===== config.mk =====
export PLATFORM = sky130hd
export DESIGN_NAME = clock_div_multi
export DESIGN_NICKNAME = d
export VERILOG_FILES = /design/src/rtl/clock_div_multi.sv
export SDC_FILE = /design/constraint.sdc
export NUM_CORES = 1
export LEC_CHECK = 0
export BUFFER_PORTS_ARGS = -buffer_cell sky130_fd_sc_hd__buf_2
export CAP_MARGIN = 20
export CORE_UTILIZATION = 57
export DETAILED_ROUTE_END_ITERATION = 10
export GPL_TIMING_DRIVEN = 0
export PLACE_DENSITY = 0.74
export REMOVE_ABC_BUFFERS = 1
export SYNTH_ARGS = -nofsm -noshare
export SYNTH_HDL_FRONTEND = slang
export SYNTH_SLANG_ARGS = --single-unit

===== constraint.sdc =====
create_clock -name clk_in -period 11.57 [get_ports clk_in]
set_input_delay 1.157 -clock clk_in [delete_from_list [all_inputs] [get_ports clk_in]]
set_output_delay 1.157 -clock clk_in [all_outputs]
set_load 0.005 [all_outputs]

===== src/rtl/clock_div_multi.sv =====
// Multi-channel programmable clock divider / tick generator with glitch-free divisor updates.
// Define CLOCK_DIV_MULTI_PHASE_SYNC_EN to add a sync_in port that realigns every channel.
module clock_div_multi_ch #(
    parameter int          CW          = 32,
    parameter int unsigned DEFAULT_DIV = 3_000_000
) (
    input  logic          clk,
    input  logic          rst,
    input  logic          sync,
    input  logic          en,
    input  logic          mode,
    input  logic          wr,
    input  logic [CW-1:0] wr_div,
    output logic          clk_out,
    output logic          tick,
    output logic          pend
);
    localparam logic [CW-1:0] DIV0 = CW'(DEFAULT_DIV);

    logic [CW-1:0] cnt, div_act, div_pend, deff;
    logic          tc;

    assign deff = (div_act == '0) ? CW'(1) : div_act;
    assign tc   = en && (cnt == deff - CW'(1));

    always_ff @(posedge clk or posedge rst) begin
        if (rst) begin
            cnt      <= '0;
            div_act  <= DIV0;
            div_pend <= DIV0;
            pend     <= 1'b0;
            clk_out  <= 1'b0;
            tick     <= 1'b0;
        end else begin
            if (sync || !en) begin
                cnt     <= '0;
                clk_out <= 1'b0;
                tick    <= 1'b0;
                if (pend) begin
                    div_act <= div_pend;
                    pend    <= 1'b0;
                end
            end else if (tc) begin
                cnt     <= '0;
                tick    <= 1'b1;
                clk_out <= mode ? 1'b1 : ~clk_out;
                // A write landing on this TC supersedes the older pending value.
                if (pend && !wr) begin
                    div_act <= div_pend;
                    pend    <= 1'b0;
                end
            end else begin
                cnt     <= cnt + CW'(1);
                tick    <= 1'b0;
                clk_out <= mode ? 1'b0 : clk_out;
            end
            if (wr) begin
                div_pend <= wr_div;
                pend     <= 1'b1;
            end
        end
    end
endmodule

module clock_div_multi #(
    parameter int          NCH         = 4,
    parameter int          CW          = 32,
    parameter int unsigned DEFAULT_DIV = 3_000_000,
    parameter int          CHW         = (NCH > 1) ? $clog2(NCH) : 1
) (
    input  logic           clk_in,
    input  logic           reset,
`ifdef CLOCK_DIV_MULTI_PHASE_SYNC_EN
    input  logic           sync_in,
`endif
    input  logic           wr_en,
    input  logic [CHW-1:0] wr_ch,
    input  logic [CW-1:0]  wr_div,
    input  logic [NCH-1:0] ch_en,
    input  logic [NCH-1:0] mode,
    output logic [NCH-1:0] clk_out,
    output logic [NCH-1:0] tick,
    output logic [NCH-1:0] pend
);
    logic sync;
`ifdef CLOCK_DIV_MULTI_PHASE_SYNC_EN
    assign sync = sync_in;
`else
    assign sync = 1'b0;
`endif

    // Out-of-range wr_ch matches no channel index, so such writes fall away.
    for (genvar i = 0; i < NCH; i++) begin : g_ch
        clock_div_multi_ch #(
            .CW          (CW),
            .DEFAULT_DIV (DEFAULT_DIV)
        ) u_ch (
            .clk     (clk_in),
            .rst     (reset),
            .sync    (sync),
            .en      (ch_en[i]),
            .mode    (mode[i]),
            .wr      (wr_en && (wr_ch == CHW'(i))),
            .wr_div  (wr_div),
            .clk_out (clk_out[i]),
            .tick    (tick[i]),
            .pend    (pend[i])
        );
    end
endmodule


* After elaboration in Yosys (flattened, before gate mapping)
Index checks and enable logic that the tools add are counted.
** Cells by class
- $add $sub $neg :: 8
- Multiply operators :: 0
- Divide/modulo/power cells :: 0
- $lt $le $gt $ge :: 0
- Equal/unequal tests :: 27
- Shifts and indexed selects :: 0
- Muxes and demuxes :: 68
- Bitwise gates (word level) :: 4
- Reduce and logical (&&, ||, !) cells :: 33
** Operators with widths (count)
- 32-bit two-way mux :: 28
- 32-bit by 1-bit adder with 32-bit output, second input constant :: 4
- 32-bit == test :: 4
- 32-bit zero test :: 4
- 32-bit by 1-bit subtractor with 32-bit output, second input constant :: 4
- 1-bit two-way mux :: 40
- 3-bit by 1-bit != test with 1-bit output, second input constant :: 12
- 2-bit by 1-bit != test with 1-bit output, second input constant :: 8
- 1-bit logical AND :: 12
- 3-bit AND reduction :: 4
- 2-bit AND reduction :: 4
- 2-bit nonzero test :: 4
- 2-bit == test, second input constant :: 2
- 1-bit zero test :: 4
- 1-bit NOT :: 4
- 2-bit by 1-bit == test with 1-bit output, second input constant :: 1
- 2-bit zero test :: 1
** Word-level totals
- Register bits after elaboration :: 396
- Bits in latches :: 0
- Memory bits (writable) :: 0
- ROM bits :: 0
- Input bits :: 45
- Output and inout port bits :: 12
- Logic and storage cells :: 164
- Memories :: 0

* Longest topological paths before layout
- Depth after elaboration :: 8
- Gate-level depth with buffers :: 20
- Depth with buffers taken out :: 14

* Cells and area by module
From an unflattened synthesis, not the netlist that was laid out.
** Unflattened totals
- Cell total of the unflattened synthesis :: 2001
- Area, all modules :: 21451.8 um^2
** Modules (own cells, without submodules)
- clock_div_multi_ch :: times used 4, cells an instance 499, area an instance 5352.6 um^2, seq. area each 2502.4 um^2
- clock_div_multi :: times used 1, cells an instance 5, area an instance 41.3 um^2, seq. area each 0.0 um^2

* Least setup slack after synthesis
No wires, ideal clock.
- Path type :: register -> register
- From :: reg g_ch[2].u_ch.div_act[21]
- To :: reg g_ch[2].u_ch.div_act[20]
- Library setup time :: 0.126 ns
- Arrival :: 4.733 ns
- Data required time :: 11.444 ns
- Path slack :: 6.711 ns
- Cell stages (with the launch flop) :: 20
- Buffers on the path :: 5
- Period minus slack after synthesis :: 4.859 ns
- Cells stage by stage :: dfstp_2 > clkbuf_1 > nor3_1 > nand3_1 > nor4_1 > nor2_1 > ha_1 > or4b_1 > clkbuf_1 > or3_1 > or4_1 > a21o_1 > nand3_1 > nand2_1 > or4_1 > buf_2 > or2_1 > buf_6 > buf_6 > a311o_1
** Between the ends
- Word-level cells in the longest chain between the ends :: 7
** Ends and longest elaborated chain
- start: declaration :: line 20 : logic [CW-1:0] cnt, div_act, div_pend, deff;
- start signal: assignment :: line 40 : div_act <= div_pend;
- start signal: assignment :: line 49 : div_act <= div_pend;
- 32-bit zero test :: line 23 : assign deff = (div_act == '0) ? CW'(1) : div_act;
- 32-bit two-way mux * :: line 23
- 32-bit by 1-bit subtractor with 32-bit output * :: line 24 : assign tc = en && (cnt == deff - CW'(1));
- 32-bit == test * :: line 24
- 1-bit logical AND * :: line 24
- 2-bit by 1-bit != test with 1-bit output (no line) *
- 3-bit AND reduction (no line) *
Every way passes the cells marked *; elsewhere a longest branch is shown, timed or not.
A chain may end at the register's enable or synchronous reset.

* Final worst setup path
- From :: reg g_ch[2].u_ch.div_act[10]
- To :: reg g_ch[2].u_ch.div_act[30]
The elaborated chain is that of the path after synthesis.

==> metrics.cfg <==
[die]
initial_core_util_pct=58.0
fp.dieW_um=201
dieArea_um2=40300
fp.dieH_um=201
design.core.area_um2=38800
rows=72
io_pins=57

[pwr]
intPower_uw=2960
switching_power_uw=1430
combPwrFrac_pct=22.1
power.density_nw_per_um2=177
peakVddDrop_mv=0.146
pwr-share-clk_pct=31.6
switching_share_pct=32.5
p_seq_share_pct=46.3
p_leak_uw=0.00999

[worst_setup_path]
r2r_slack_ns=5.35
worstSetupPathType=flip-flop to flip-flop
worstSetupEndpointType=flip-flop
worstPathRequired_ns=12.02
r2r_cells=15
arrival_ns=6.68
start_kind=flip-flop
r2r-start=g_ch[2].u_ch.div_act[10]$_DFFE_PP1P_
crit_fanout=36
crit_end=g_ch[2].u_ch.div_act[30]$_DFFE_PP0P_
crit_start=g_ch[2].u_ch.div_act[10]$_DFFE_PP1P_
r2r-end=g_ch[2].u_ch.div_act[30]$_DFFE_PP0P_

[synth]
ys.flop_type=dfrtp_1
synth_top_cell_by_area=dfrtp_1
synth_cells=2284
synthDistinctLibCells=88
yosys_warnings=0
synth.cell_area_um2=22500
synth.top_cell.area_share_pct=35.1
synthTopCellsByArea=dfrtp_1 35%, mux2_2 9.5%, dfstp_2 9.3%
yosysSeqAreaShare_pct=44.5
ys_ff_latch=396
synth_edf_count=0
async_flop_share_pct=100
syn_avg_cell_area_um2=9.85

[placed_design]
place_hpwl_um=40800
pre_cts_slack_ns=5.41
placement.cell_area_um2=23200
portBuffers=56
gp_congestion=0.931

[timing]
setup_violations=0
period_share_pct=53.8
layout_setup_ws_ns=5.35
slew_violations=0
min_period_ns=6.22
fmax_mhz=161
hold_viol_final=0
rsz0062_at_grt=false
fin_skew_ns=0.0188
tightest_slew_ns=1.13
hold_ws_ns=0.470
relSlewSlack_pct=23.9

[clocking]
h-tree-depth=2
cts_sinks=396
ctsResizeCount=0
cts_buffers=42
clk_latency_ns=0.58
cts.reportedPaths.clkPinSlew_ns=0.06
post_cts_buffers=0
cts-root-buf=clkbuf_16
cts_tree=built
clockBufferDepth=3
cts_hold_buffers=0

[grt]
grt_pass1_wl_um=94600
grt_max_degree=132
grt_pass1_vias=17600
grt_use_total_pct=29.2
antenna_found_initial=2
overflow=0

[routing]
avgRoutedWirePerCell_um=20.7
wl_um=58200
first_pass_iters=6
ant_nets=0
drc=0
vias=17700
vias_per_cell=6.27
drt-initial-drc-count=1365

[min_path]
min_path_type=flip-flop to flip-flop
worstHoldStart=g_ch[2].u_ch.div_pend[16]$_DFFE_PP1P_

[finish]
syn_to_final_growth_pct=10.0
finish.utilization_pct=63.8
drive_above_1_share_pct=20.1
final_area_um2=24800
fin_nets=2319
layout_commonest_cell=dfrtp_1
final_cell_mix=315 x dfrtp_1, 205 x nand2_1, 191 x nor2_1, 190 x mux2_2, 142 x xor2_1

[outcome]
status=finished, final reports clean

[run]
maxCapViolCount=0

==> synth_stat cells, types with 12 or more instances <==
cell and n:
dfstp_2 80, mux2i_1 16, buf_4 12, a311o_1 12
xnor2_1 125, or3_1 17, nor2b_1 13, and3_1 49
clkbuf_1 106, dfrtp_1 316, nand3_1 116, and2_1 28
o211ai_1 34, mux2_2 190, nand2b_1 15, o21ai_0 50
a211oi_1 12, o31ai_1 12, or4_1 43, nor2_1 194
nand2_1 205, o221ai_1 13, a222oi_1 21, xor2_1 142
a21oi_1 17, or2_2 12, nor3_1 99, inv_1 43
a31oi_1 17, nor4_1 57, nand4_1 37
==> flip-flops by register name, summed over array words and instances, names as in the netlist <==
| signal | count |
|---|---|
| g_ch.u_ch.div_pend | 128 |
| g_ch.u_ch.clk_out | 4 |
| g_ch.u_ch.cnt | 128 |
| g_ch.u_ch.div_act | 128 |
| g_ch.u_ch.pend | 4 |
| g_ch.u_ch.tick | 4 |
==> final cells by class <==
cell class,count,area [um^2]
Clock buffer,61,1270
Sequential cell,396,10000
Fill cell,3147,14100
Tap cell,518,648
Antenna cell,1,2.50
Inverter,44,173
Clock inverter,16,158
Timing Repair Buffer,81,739
Multi-Input combinational cell,1701,11800
==> how the worst min path moves through the flow <==
stage | endpoint | slack [ns] | depth (start not counted)
after detailed placement | g_ch[2].u_ch.div_pend[19]$_DFFE_PP1P_ | 0.46 | 2
after CTS | g_ch[2].u_ch.div_pend[19]$_DFFE_PP1P_ | 0.47 | 2
after global placement | g_ch[2].u_ch.div_pend[18]$_DFFE_PP1P_ | 0.46 | 2
after floorplan | g_ch[2].u_ch.div_pend[10]$_DFFE_PP1P_ | 0.45 | 2
final | g_ch[2].u_ch.div_pend[16]$_DFFE_PP1P_ | 0.47 | 2
after global routing | g_ch[2].u_ch.div_pend[19]$_DFFE_PP1P_ | 0.48 | 2
==> power by group through the flow <==
stage | clock (uW) | combinational, uW | sequential [uW]
2_1_floorplan | 0 | 756 | 1910
3_3_place_gp | 0 | 906 | 2040
3_5_place_dp | 0 | 952 | 2050
4_1_cts | 1410 | 960 | 2030
5_1_grt | 1470 | 1070 | 2070
6_report | 1390 | 972 | 2030
==> routing by layer <==
layer / GRT usage, % / vias to the layer above / share of wire (%)
met5: 0 / - / 0
met1: 40.2 / 8779 / 44
met4: 10.7 / 0 / 2.9
li1: - / 8218 / -
met2: 46.7 / 556 / 47
met3: 4.87 / 118 / 6.1
==> metrics by stage <==
step           instances  setup TNS [ns]  total power (uW)
3_5_place_dp        2736               0              3000
2_1_floorplan       2141         -147.14              2670
4_1_cts             2813               0              4400
6_report            2818               0              4390
3_3_place_gp        2715        -1384.24              2950
5_1_grt             2817               0              4610
==> logic make-up after synthesis <==
family / Yosys count / synth area share, %
fa+ha+maj: 8 / 0.445
mux: 213 / 10.6
compound gates: 266 / 8.88
xor+xnor: 267 / 10.4
flops: 396 / 44.5
simple gates: 947 / 21.8
buf+inv: 187 / 3.49
==> worst max-delay path, stage by stage, from the launching register on <==
cell     delay [ns]
dfstp_2        0.65
or4_4          0.21
or3_1          0.43
nor4_1         0.14
nor2_1         0.20
ha_1           0.22
or4b_1         0.70
or3_1          0.46
o31ai_1        0.29
or3b_1         0.39
nand3_1        0.11
nand2_1        0.06
or4_1          0.84
buf_16         0.29
or2_2          0.60
a311o_1        0.49
No activity file was read; power rests on OpenSTA's default activity.
